[src/rtl/stack_queue_buf_pkg.sv]
// stack_queue_buf_pkg: shared FSM state type and default geometry for the stack/queue buffer
package stack_queue_buf_pkg;
  typedef enum logic {BUILD, DRAIN} state_t;
  localparam int DEF_WIDTH = 8;
  localparam int DEF_DEPTH = 16;
endpackage

[src/rtl/stack_queue_buf_if.sv]
// stack_queue_buf_if: request/response bundle; master drives locIn/push/pop/done, slave returns locOut/outValid/status
interface stack_queue_buf_if
  import stack_queue_buf_pkg::*;
#(
  parameter int WIDTH = DEF_WIDTH,
  parameter int DEPTH = DEF_DEPTH
);
  logic [WIDTH-1:0]         locIn;
  logic                     push;
  logic                     pop;
  logic                     done;
  logic [WIDTH-1:0]         locOut;
  logic                     outValid;
  logic                     empStck;
  logic                     full;
  logic [$clog2(DEPTH):0]   count;
  logic                     draining;
  logic                     err;
  modport master (output locIn, push, pop, done,
                  input  locOut, outValid, empStck, full, count, draining, err);
  modport slave  (input  locIn, push, pop, done,
                  output locOut, outValid, empStck, full, count, draining, err);
endinterface

[src/rtl/sqb_mem.sv]
// sqb_mem: WIDTH x DEPTH storage, one synchronous write port and one asynchronous read port
//   clk: write clock; we/waddr/wdata: write port; raddr/rdata: combinational read port
module sqb_mem #(
  parameter int WIDTH = 8,
  parameter int DEPTH = 16
) (
  input  logic                     clk,
  input  logic                     we,
  input  logic [$clog2(DEPTH)-1:0] waddr,
  input  logic [WIDTH-1:0]         wdata,
  input  logic [$clog2(DEPTH)-1:0] raddr,
  output logic [WIDTH-1:0]         rdata
);
  logic [WIDTH-1:0] mem [DEPTH];
  always_ff @(posedge clk) if (we) mem[waddr] <= wdata;
  assign rdata = mem[raddr];
endmodule

[src/rtl/stack_queue_buf.sv]
// stack_queue_buf: circular buffer that pops LIFO while building and LIFO/FIFO (DRAIN_FIFO) while draining
//   clk: rising-edge clock; rst: asynchronous active-low reset
//   bus (slave): locIn/push/pop/done in; locOut/outValid/empStck/full/count/draining/err out
module stack_queue_buf
  import stack_queue_buf_pkg::*;
#(
  parameter int WIDTH      = DEF_WIDTH,
  parameter int DEPTH      = DEF_DEPTH,
  parameter int DRAIN_FIFO = 1
) (
  input  logic             clk,
  input  logic             rst,
  stack_queue_buf_if.slave bus
);
  localparam int PW = $clog2(DEPTH);
  localparam int CW = PW + 1;
  state_t           state, state_n;
  logic [PW-1:0]    head, tail, head_n, tail_n, top, waddr, raddr;
  logic [CW-1:0]    cnt, cnt_n;
  logic [WIDTH-1:0] rdata, loc_out;
  logic             we, rd, err, err_n, out_valid, emp, full, draining, is_empty, is_full;
  sqb_mem #(.WIDTH(WIDTH), .DEPTH(DEPTH)) u_mem (
    .clk(clk), .we(we), .waddr(waddr), .wdata(bus.locIn), .raddr(raddr), .rdata(rdata)
  );
  always_comb begin
    top      = tail - 1'b1;
    is_empty = cnt == '0;
    is_full  = cnt == CW'(DEPTH);
    state_n  = state;
    head_n   = head;
    tail_n   = tail;
    cnt_n    = cnt;
    err_n    = err;
    we       = 1'b0;
    rd       = 1'b0;
    waddr    = tail;
    raddr    = top;
    if (state == BUILD) begin
      if (bus.push && bus.pop && !is_empty) begin
        // swap: return the current top and overwrite that slot in place
        rd    = 1'b1;
        we    = 1'b1;
        waddr = top;
      end else if (bus.push) begin
        if (is_full) err_n = 1'b1;
        else begin
          we     = 1'b1;
          tail_n = tail + 1'b1;
          cnt_n  = cnt + 1'b1;
        end
        if (bus.pop) err_n = 1'b1;
      end else if (bus.pop) begin
        if (is_empty) err_n = 1'b1;
        else begin
          rd     = 1'b1;
          tail_n = top;
          cnt_n  = cnt - 1'b1;
        end
      end
      if (bus.done && cnt_n != '0) state_n = DRAIN;
    end else begin
      if (bus.push) err_n = 1'b1;
      if (bus.pop) begin
        if (is_empty) err_n = 1'b1;
        else begin
          rd    = 1'b1;
          cnt_n = cnt - 1'b1;
          if (DRAIN_FIFO != 0) begin
            raddr  = head;
            head_n = head + 1'b1;
          end else tail_n = top;
          if (cnt == CW'(1)) state_n = BUILD;
        end
      end
    end
  end
  always_ff @(posedge clk or negedge rst) begin
    if (!rst) begin
      state     <= BUILD;
      head      <= '0;
      tail      <= '0;
      cnt       <= '0;
      loc_out   <= '0;
      out_valid <= 1'b0;
      err       <= 1'b0;
      emp       <= 1'b1;
      full      <= 1'b0;
      draining  <= 1'b0;
    end else begin
      state     <= state_n;
      head      <= head_n;
      tail      <= tail_n;
      cnt       <= cnt_n;
      loc_out   <= rd ? rdata : loc_out;
      out_valid <= rd;
      err       <= err_n;
      emp       <= cnt_n == '0;
      full      <= cnt_n == CW'(DEPTH);
      draining  <= state_n == DRAIN;
    end
  end
  assign bus.locOut   = loc_out;
  assign bus.outValid = out_valid;
  assign bus.empStck  = emp;
  assign bus.full     = full;
  assign bus.count    = cnt;
  assign bus.draining = draining;
  assign bus.err      = err;
endmodule

[src/flat_wrapper.sv]
// flat-port wrapper written by rule: the top's interface ports become plain ports
module stack_queue_buf_flat import stack_queue_buf_pkg::*;
#(
  parameter int WIDTH      = DEF_WIDTH,
  parameter int DEPTH      = DEF_DEPTH,
  parameter int DRAIN_FIFO = 1
)
  (clk, rst, bus_locIn, bus_push, bus_pop, bus_done, bus_locOut, bus_outValid, bus_empStck, bus_full, bus_count, bus_draining, bus_err);
  stack_queue_buf_if #(.WIDTH(WIDTH), .DEPTH(DEPTH)) bus_i ();
  input  logic clk;
  input  logic rst;
  input wire logic [$bits(bus_i.locIn)-1:0] bus_locIn;
  input wire logic [$bits(bus_i.push)-1:0] bus_push;
  input wire logic [$bits(bus_i.pop)-1:0] bus_pop;
  input wire logic [$bits(bus_i.done)-1:0] bus_done;
  output wire logic [$bits(bus_i.locOut)-1:0] bus_locOut;
  output wire logic [$bits(bus_i.outValid)-1:0] bus_outValid;
  output wire logic [$bits(bus_i.empStck)-1:0] bus_empStck;
  output wire logic [$bits(bus_i.full)-1:0] bus_full;
  output wire logic [$bits(bus_i.count)-1:0] bus_count;
  output wire logic [$bits(bus_i.draining)-1:0] bus_draining;
  output wire logic [$bits(bus_i.err)-1:0] bus_err;
  assign bus_i.locIn = bus_locIn;
  assign bus_i.push = bus_push;
  assign bus_i.pop = bus_pop;
  assign bus_i.done = bus_done;
  assign bus_locOut = bus_i.locOut;
  assign bus_outValid = bus_i.outValid;
  assign bus_empStck = bus_i.empStck;
  assign bus_full = bus_i.full;
  assign bus_count = bus_i.count;
  assign bus_draining = bus_i.draining;
  assign bus_err = bus_i.err;
  stack_queue_buf #(.WIDTH(WIDTH), .DEPTH(DEPTH), .DRAIN_FIFO(DRAIN_FIFO)) u_core (.clk(clk), .rst(rst), .bus(bus_i));
endmodule
[config.mk]
export PLATFORM = sky130hd
export DESIGN_NAME = stack_queue_buf_flat
export DESIGN_NICKNAME = d
export VERILOG_FILES = /design/src/rtl/stack_queue_buf_pkg.sv /design/src/rtl/stack_queue_buf_if.sv /design/src/rtl/sqb_mem.sv /design/src/rtl/stack_queue_buf.sv /design/src/flat_wrapper.sv
export SDC_FILE = /design/constraint.sdc
export NUM_CORES = 1
export LEC_CHECK = 0
export ABC_CLOCK_PERIOD_IN_PS = 4600
export CORE_MARGIN = 4
export CORE_UTILIZATION = 30
export CTS_CLUSTER_DIAMETER = 80
export CTS_CLUSTER_SIZE = 14
export DETAILED_ROUTE_END_ITERATION = 16
export PLACE_DENSITY = 0.51
export SLEW_MARGIN = 25
export SYNTH_ARGS = -nofsm -noshare
export SYNTH_HDL_FRONTEND = slang
export SYNTH_SLANG_ARGS = --single-unit
[constraint.sdc]
create_clock -name clk -period 4.6 [get_ports clk]
set_input_delay 0.46 -clock clk [delete_from_list [all_inputs] [get_ports clk]]
set_output_delay 0.46 -clock clk [all_outputs]
set_load 0.1 [all_outputs]
==> impl.org, run 1 <==
** Clock tree
- Clock-pin slew was measured on the worst setup and hold paths at around 0.06 ns.
- Post-CTS timing repair inserted 0 buffers for setup.
- Largest buffer count on any clock path :: 2
- Total number of clock tree sinks :: ~150
- Number of H-tree branching levels :: 4
- For this design, the CTS-stage hold fixing added 0 buffers.
- Number of gates resized after CTS :: 0
- Insertion delay to the later sink of the worst-skew pair :: ~0.42 ns
- The tree is rooted in a sky130_fd_sc_hd__clkbuf_16.
- The number of clock buffers added by TritonCTS is 17.
- TritonCTS built the clock tree.

** Route
- Drc violations :: 0
- Dividing the detail-routed via count by the number of cells gives about 5.5.
- Via count of the routed design :: 5,442
- Final routed wirelength across all metal layers :: around 21 mm
- Count of nets left with antenna violations after detail routing :: 0
- Routed wire per std cell :: ~22 um
- Number of iterations in the first detailed-routing pass :: 5
- DR iter-0 viols :: about 560

** Power
- Worst vdd ir :: around 300 uV
- The internal portion of the total power is ~3.4 mW.
- Power density of the placed cells :: slightly above 700 nW/um^2
- Sequential cells burn between 30% and 40% of the power.
- NetSw :: 2.81 mW
- Of the total power, combinational logic draws ~46%.
- The clock network burns approximately a quarter of the power.
- Switching share of total power :: ~45%
- Leakage dissipation :: around 2.9 nW
- Total power for the finished layout comes to between 6 and 7 mW.

** Timing
- At the pin with the least slew margin, the transition time is between 0.9 and 1 ns.
- Setup violations remaining at the end of the flow were counted as 0.
- Clock tree skew after final layout :: roughly 0.010 ns
- Measured against its own limit, the worst slew margin works out to 34.3%.
- On the final layout, the worst hold slack is between 0.4 and 0.5 ns.
- In the finished design, the share of the clock period the worst path needs comes to roughly four fifths.
- Unrepaired setup endpoints after global routing :: no
- The smallest clock period supported by the final layout is computed as 3.69 ns.
- Timing would allow up to 271 MHz.
- Fin. Hold Viols :: 0
- Worst setup slack after layout :: just over 0.9 ns
- The max-slew violation total from the final report was 0.
- Summed over all failing endpoints, the final setup total negative slack is 0 ns.

** Yosys
- Biggest area contributors in the synthesized netlist :: sky130_fd_sc_hd__edfxtp_1, sky130_fd_sc_hd__dfrtp_1, sky130_fd_sc_hd__nand2_1, sky130_fd_sc_hd__mux2i_1, sky130_fd_sc_hd__a21oi_1
- #FFs+latches synth :: ~150
- A synthesized cell averages between 10 and 15 um^2.
- Post-synthesis instance area :: between 7000 and 8000 um^2
- The synthesized design devotes to its leading area cell type about 51% of total area.
- Most common cell in the netlist :: sky130_fd_sc_hd__edfxtp_1
- The most used flip-flop cell after synthesis is sky130_fd_sc_hd__edfxtp_1.
- Warnings from Yosys :: 0
- The share of the Yosys chip area taken by registers is roughly 60%.
- Of all cell types, the one taking the most synthesized area is sky130_fd_sc_hd__edfxtp_1.
- In the synthesized netlist the async set-or-reset flop fraction comes to 16.9%.
- Counting flops with a built-in enable in the synthesized netlist gives between 100 and 150.
- Count of mapped cells out of synthesis :: 629
- Ranked by instance count, the synthesized netlist is headed by sky130_fd_sc_hd__edfxtp_1, sky130_fd_sc_hd__nand2_1, sky130_fd_sc_hd__nor2_1.
- Distinct cell type count of the synthesized netlist :: a little under 70
- Post-synthesis net count :: ~650

** Die
- After floorplanning, the core was divided into 57 placement rows.
- Die span in y :: roughly 170 um
- The floorplan step defined a die boundary enclosing between 20,000 and 30,000 um^2.
- Effective utilization at floorplan :: 30.7%
- Die X-Extent :: around 170 um
- After floorplanning, the core was sized to cover approximately 24,000 um^2.
- For this design the top-level I/O count stands at 31.

** Final layout
- Number of nets in the layout :: a little under 700
- The count of cells in the finished layout, fillers not included, comes to just under 1,000.
- For this run, the share of the core covered by cells in the final layout is between 30% and 40%.
- After routing the design area is ~8700 um^2.
- Ant diodes :: 0
- Area growth from synthesis to layout :: 16.5%
- Of the cells placed in the final design, the portion with a size suffix greater than 1 is 9.91%.

** Placement
- In this run the cell area measured after placement is 8080 um^2.
- The congestion estimate from routability-driven global placement came to approximately 0.93.
- Worst-case setup slack after placement :: between 0.7 and 0.8 ns
- Post-detailed-placement half-perimeter wirelength :: ~15 mm
- The count of buffers added on input and output ports is 30.
- Once placement completed, the tool counted placed cells totaling 958.

** Worst setup path
- Setup slack on the worst reg-to-reg path comes out at between 0.9 and 1 ns.
- The worst setup path is launched from a register.
- Worst setup path class :: reg -> reg
- Maximum fanout along the worst path :: 9
- Source of the critical timing path :: u_core.bus.count[1]
- STA classifies the critical path endpoint as a register.
- Required time at the endpoint of the critical path :: between 4 and 5 ns
- The startpoint identified for the worst register-to-register timing path is u_core.bus.count[1].
- STA puts the critical path data arrival time at roughly 3.7 ns.

** Job
- The tool flagged a number of max-cap violations equal to 0.

** GRT
- Wire length of the first global-routing pass :: 32.5 mm
- Final global-route overflow total :: 0
- GRT Overall Usage :: between 10% and 20%
- Entering global routing, the biggest net connects 43 pins.
- Via count of the first global-routing pass :: ~5,200
- Initial antenna violation count :: 0

** Run status
- Run status :: completed

** Worst hold path
- Class of the worst hold path :: in -> async
[per-layer routing]
metal	wire length, um	vias up	GRT usage (%)	share of wire, %
li1	-	2504	-	-
met4	676	0	5.99	3.1
met3	1480	39	3.05	6.9
met1	9460	2670	21.0	44
met2	9840	229	23.9	46
met5	0	-	0	0
[path summary, 6_finish.rpt]
| kind | cells after the start | endpoint |
|---|---|---|
| worst max-delay path | 9 | u_core.u_mem.mem[6][1] |
| min in group clk | 1 | u_core.bus.err |
| worst max register to register | 9 | u_core.u_mem.mem[6][1] |
| worst min-delay path | 2 | u_core.bus.err |
| worst min register to register | 1 | u_core.bus.err |
| max in group asynchronous | 2 | u_core.bus.empStck |
[power by group through the flow]
stage          Clock [mW]  Sequential (mW)  Combinational, mW
4_1_cts              1.53             1.89               2.84
3_5_place_dp            0             1.92               2.83
2_1_floorplan           0             2.24               1.72
3_3_place_gp            0             1.92               2.82
6_report             1.51             1.89               2.86
5_1_grt              1.59             1.91               3.08
[cell families after synthesis]
group / share of synthesized area [%]
compound gates: 17.9
buf+inv: 3.55
simple gates: 12.4
flops: 60.1
fa+ha+maj: 1.17
xor+xnor: 1.41
mux: 3.46
[state kept, by name, indices dropped and copies added, names as in the netlist, 4 cells and up]
register           cells
u_core.bus.locOut      8
u_core.bus.count       5
u_core.head            4
u_core.u_mem.mem     128
u_core.tail            4
[layout make-up]
cell class,instances,area (um^2)
clock buffer,18,429
timing repair buffer,44,405
sequential,154,4500
multi-input combinational,422,2720
tap,324,405
clock inverter,14,209
fill,2369,15700
inverter,14,52.6
[critical path: stages (launching register included)]
cell	delay (ns)
sky130_fd_sc_hd__dfrtp_1	0.48
sky130_fd_sc_hd__inv_1	0.18
sky130_fd_sc_hd__ha_1	0.30
sky130_fd_sc_hd__or4b_4	0.55
sky130_fd_sc_hd__nand2_2	0.11
sky130_fd_sc_hd__inv_2	0.12
sky130_fd_sc_hd__nand3_1	0.12
sky130_fd_sc_hd__xor2_1	0.40
sky130_fd_sc_hd__nand2_1	0.24
sky130_fd_sc_hd__nor2_1	0.81
[cells in the final DEF (no fill, tap or decap), types with 5 or more instances in the layout]
| master | instances |
|---|---|
| sky130_fd_sc_hd__nand2_1 | 57 |
| sky130_fd_sc_hd__dfrtp_1 | 25 |
| sky130_fd_sc_hd__a211oi_1 | 19 |
| sky130_fd_sc_hd__nand3_1 | 20 |
| sky130_fd_sc_hd__and2_1 | 5 |
| sky130_fd_sc_hd__nor3_1 | 13 |
| sky130_fd_sc_hd__edfxtp_1 | 128 |
| sky130_fd_sc_hd__nor2b_1 | 10 |
| sky130_fd_sc_hd__nand4_1 | 6 |
| sky130_fd_sc_hd__a2111oi_0 | 12 |
| sky130_fd_sc_hd__a21oi_1 | 34 |
| sky130_fd_sc_hd__o221ai_1 | 16 |
| sky130_fd_sc_hd__inv_1 | 12 |
| sky130_fd_sc_hd__ha_1 | 7 |
| sky130_fd_sc_hd__mux2i_1 | 21 |
| sky130_fd_sc_hd__a31oi_1 | 11 |
| sky130_fd_sc_hd__clkdlybuf4s50_1 | 30 |
| sky130_fd_sc_hd__nand2b_1 | 5 |
| sky130_fd_sc_hd__nor2_1 | 45 |
| sky130_fd_sc_hd__o211ai_1 | 5 |
| sky130_fd_sc_hd__nor4_1 | 7 |
| sky130_fd_sc_hd__xnor2_1 | 11 |
| sky130_fd_sc_hd__o21ai_1 | 5 |
| sky130_fd_sc_hd__o22ai_1 | 17 |
| sky130_fd_sc_hd__buf_4 | 14 |
| sky130_fd_sc_hd__o21ai_0 | 28 |
| sky130_fd_sc_hd__clkbuf_16 | 17 |
(Power assumes the default switching activity.)
==> run 2, diff against run 1 <==
--- a/config.mk
+++ b/config.mk
@@ -5,13 +5,13 @@
 export SDC_FILE = /design/constraint.sdc
 export NUM_CORES = 1
 export LEC_CHECK = 0
-export ABC_CLOCK_PERIOD_IN_PS = 4600
+export ABC_CLOCK_PERIOD_IN_PS = 3300
 export CORE_MARGIN = 4
 export CORE_UTILIZATION = 30
 export CTS_CLUSTER_DIAMETER = 80
 export CTS_CLUSTER_SIZE = 14
 export DETAILED_ROUTE_END_ITERATION = 16
-export PLACE_DENSITY = 0.51
+export PLACE_DENSITY = 0.53
 export SLEW_MARGIN = 25
 export SYNTH_ARGS = -nofsm -noshare
 export SYNTH_HDL_FRONTEND = slang
==> constraint.sdc (replaced) <==
create_clock -name clk -period 3.3 [get_ports clk]
set_input_delay 0.33 -clock clk [delete_from_list [all_inputs] [get_ports clk]]
set_output_delay 0.33 -clock clk [all_outputs]
set_load 0.1 [all_outputs]
==> run 2 against run 1 <==
- largest power group unchanged
- final cell count grew 3.1%
- fmax rose by 17%
- critical path depth unchanged
- via count rose by 3.9%
- highest routed layer unchanged
- flip-flop and latch count stayed put
- core utilization is 0.91 points higher
- sequential power grew 34%
- die area is the same
- combinational power up 52%
- non-clock buffer count grew 32
- largest cell class unchanged
==> impl.org, run 2 (synthesis results as in run 1) <==
** Timing
- Measured slew at the worst slew-check pin :: about 1 ns
- The hold violation total from the final report is 0.
- Highest clock frequency the design can meet :: roughly 320 MHz
- Unrepaired setup endpoints after global routing :: no
- Setup TNS :: 0 ns
- Period utilisation layout :: between 90% and 100%
- Setup violations remaining at the end of the flow were counted as 0.
- Final worst path period need :: 3.14 ns
- Slew margin rel. :: approximately a third
- The max-slew violation total from the final report is 0.
- For the final database, setup skew stands at between 0.006 and 0.007 ns.
- Minimum hold slack :: slightly below 0.4 ns

** Die
- Core region area :: ~24,000 um^2
- During I/O placement, the number of pins put on the boundary was 31.
- From left edge to right edge, the die measures about 170 um.
- Number of placement rows :: between 50 and 60
- Effective utilization at floorplan :: between 30% and 40%
- Die footprint :: around 28,000 um^2
- The die is roughly 170 um tall.

** Worst setup path
- Arrival @ worst endpoint :: between 3 and 4 ns
- Required time at the endpoint of the critical path :: 3.35 ns
- Reg2Reg Setup Slack :: about 0.16 ns
- Worst setup path class :: reg -> reg
- Worst reg2reg path startpoint :: u_core.bus.count[1]
- The worst register-to-register path ends at u_core.u_mem.mem[4][1].
- Worst-case reg-to-reg path depth :: 9
- Crit. End Element :: register
- The worst setup path is launched from a register.
- Maximum fanout along the worst path :: 8

** Clock tree
- TritonCTS created 17 clock buffers.
- Clock-pin slew was measured on the worst setup and hold paths at 0.06 ns.
- The H-tree generated during clock tree synthesis spans 4 levels.
- CTS Root Buffer Type :: sky130_fd_sc_hd__clkbuf_16
- For this design, the sink count on the clock tree is around 150.
- Largest buffer count on any clock path :: 2
- Number of setup buffers added after CTS :: 0
- TritonCTS built the clock tree.
- Clock latency on the worst-skew pair, taken at its later pin, is 0.42 ns.

** Final layout
- Share of post-route cells with drive strength above 1 :: 14.9%
- The top cell types in the final layout, fill and taps aside, are sky130_fd_sc_hd__edfxtp_1, sky130_fd_sc_hd__nand2_1, sky130_fd_sc_hd__buf_4, sky130_fd_sc_hd__nor2_1, sky130_fd_sc_hd__a21oi_1.
- The repair_antennas step left the layout with diodes totalling 0.
- Commonest non-fill, non-tap cell in the layout :: sky130_fd_sc_hd__edfxtp_1
- Area growth from synthesis to layout :: 19.5%
- Max FFs per register :: about 130
- u_core.u_mem.mem holds more flip-flops than any other register.
- Number of nets in the layout :: roughly 700

** Power
- NetSw :: 3.99 mW
- Sequential share of power :: around 28%
- Switching share of total power :: 44.6%
- Leakage dissipation :: 3.04 nW
- Power density of the placed cells :: between 1000 and 1500 nW/um^2
- The design draws 8.95 mW.
- Clock network fraction of total power :: between 20% and 30%
- The internal portion of the total power is 4.96 mW.
- Logic gate share of total power :: about half
- Worst vdd ir :: 656 uV

** GRT
- met2 is the most crowded layer.
- Final global-route overflow total :: 0
- Via count of the first global-routing pass :: around 5,500
- Global routing consumed, on the met1 layer, 22.6% of the routing resources.
- In the global route stage, met3 resource usage came out at ~3.2%.
- Met2 routing resource usage after global routing :: 23.7%
- Initial antenna violation count :: 0
- Across every metal layer, demand over resource in global routing totals 15.5%.
- The first global-routing pass estimated about 33 mm of wire.
- Entering global routing, the biggest net connects 22 pins.

** Route
- Count of nets left with antenna violations after detail routing :: 0
- After detailed routing, the number of remaining DRC violations is 0.
- After detailed routing, the number of vias per cell comes to roughly 5.5.
- Number of iterations in the first detailed-routing pass :: 5
- DR iter-0 viols :: about 560
- Via count of the routed design :: about 5,700
- The final layout contains routed wiring with a total length of around 22 mm.
- In the final routed layout, each cell accounts on average for around 21 um.

** Worst hold path
- In this run the worst hold path is classified as in -> async.

** Run status
- Run status :: completed

** Placement
- Detailed placement ended at an HPWL of 14.8 mm.
- Buffers placed on the I/O ports in this run total 30.
- Gpl congestion :: roughly 0.87

** Job
- Max-cap viol count :: 0
run 2: timing repair:
item | in CTS | in global routing
endpoints found under the hold margin | 0 | 18
resized for setup | 0 | 2
hold buffers | 0 | 1
endpoints found under the setup margin | 0 | 16
run 2: worst max-delay path by stage:
stage,cells after the start,start,endpoint,slack (ns)
floorplan,10,u_core.bus.count[0],u_core.u_mem.mem[15][0],0.04
CTS,9,u_core.bus.count[1],u_core.u_mem.mem[12][5],0.11
detailed placement,9,u_core.bus.count[1],u_core.u_mem.mem[12][6],0.14
global placement,9,u_core.bus.count[1],u_core.u_mem.mem[12][6],0.21
finish,9,u_core.bus.count[1],u_core.u_mem.mem[4][1],0.16
global route,9,u_core.bus.count[1],u_core.u_mem.mem[4][4],0.0005
run 2: worst max-delay path, stage by stage, from the launching register on:
cell and delay [ns]:
sky130_fd_sc_hd__dfrtp_2 0.40, sky130_fd_sc_hd__inv_1 0.13, sky130_fd_sc_hd__ha_1 0.29, sky130_fd_sc_hd__or4b_4 0.54
sky130_fd_sc_hd__nand2_2 0.11, sky130_fd_sc_hd__inv_2 0.06, sky130_fd_sc_hd__nand3_1 0.09, sky130_fd_sc_hd__xor2_1 0.34
sky130_fd_sc_hd__nand2_1 0.14, sky130_fd_sc_hd__nor2_1 0.66
run 2: through the flow:
step	cell area [um^2]	setup WS, ns	std cells	utilization (%)
finish	8930	0.156	1021	36.6
global route	8930	0.000457	1021	36.6
CTS	8920	0.109	1020	36.6
detailed placement	8300	0.136	989	34.0
global placement	8300	0.208	989	34.0
floorplan	7480	0.0371	629	-
run 2: per-layer routing:
| layer | wire length [um] | vias to the layer above |
|---|---|---|
| met5 | 0 | - |
| li1 | - | 2559 |
| met3 | 1420 | 18 |
| met2 | 9900 | 245 |
| met1 | 10100 | 2834 |
| met4 | 303 | 0 |
run 2: layout make-up:
| class | instances | area [um^2] |
|---|---|---|
| fillers | 2375 | 15500 |
| multi-input cells | 422 | 2720 |
| clock inverters | 13 | 195 |
| inverters | 14 | 52.6 |
| clock buffers | 18 | 429 |
| repair buffers | 76 | 633 |
| flip-flops and latches | 154 | 4500 |
| well taps | 324 | 405 |
run 2: power groups by stage:
stage	Sequential, mW	Clock, mW	Combinational [mW]
after CTS	2.53	2.11	4.32
after floorplan	3.13	0	2.40
after detailed placement	2.57	0	4.30
after global routing	2.56	2.19	4.66
after global placement	2.57	0	4.25
final	2.53	2.08	4.35
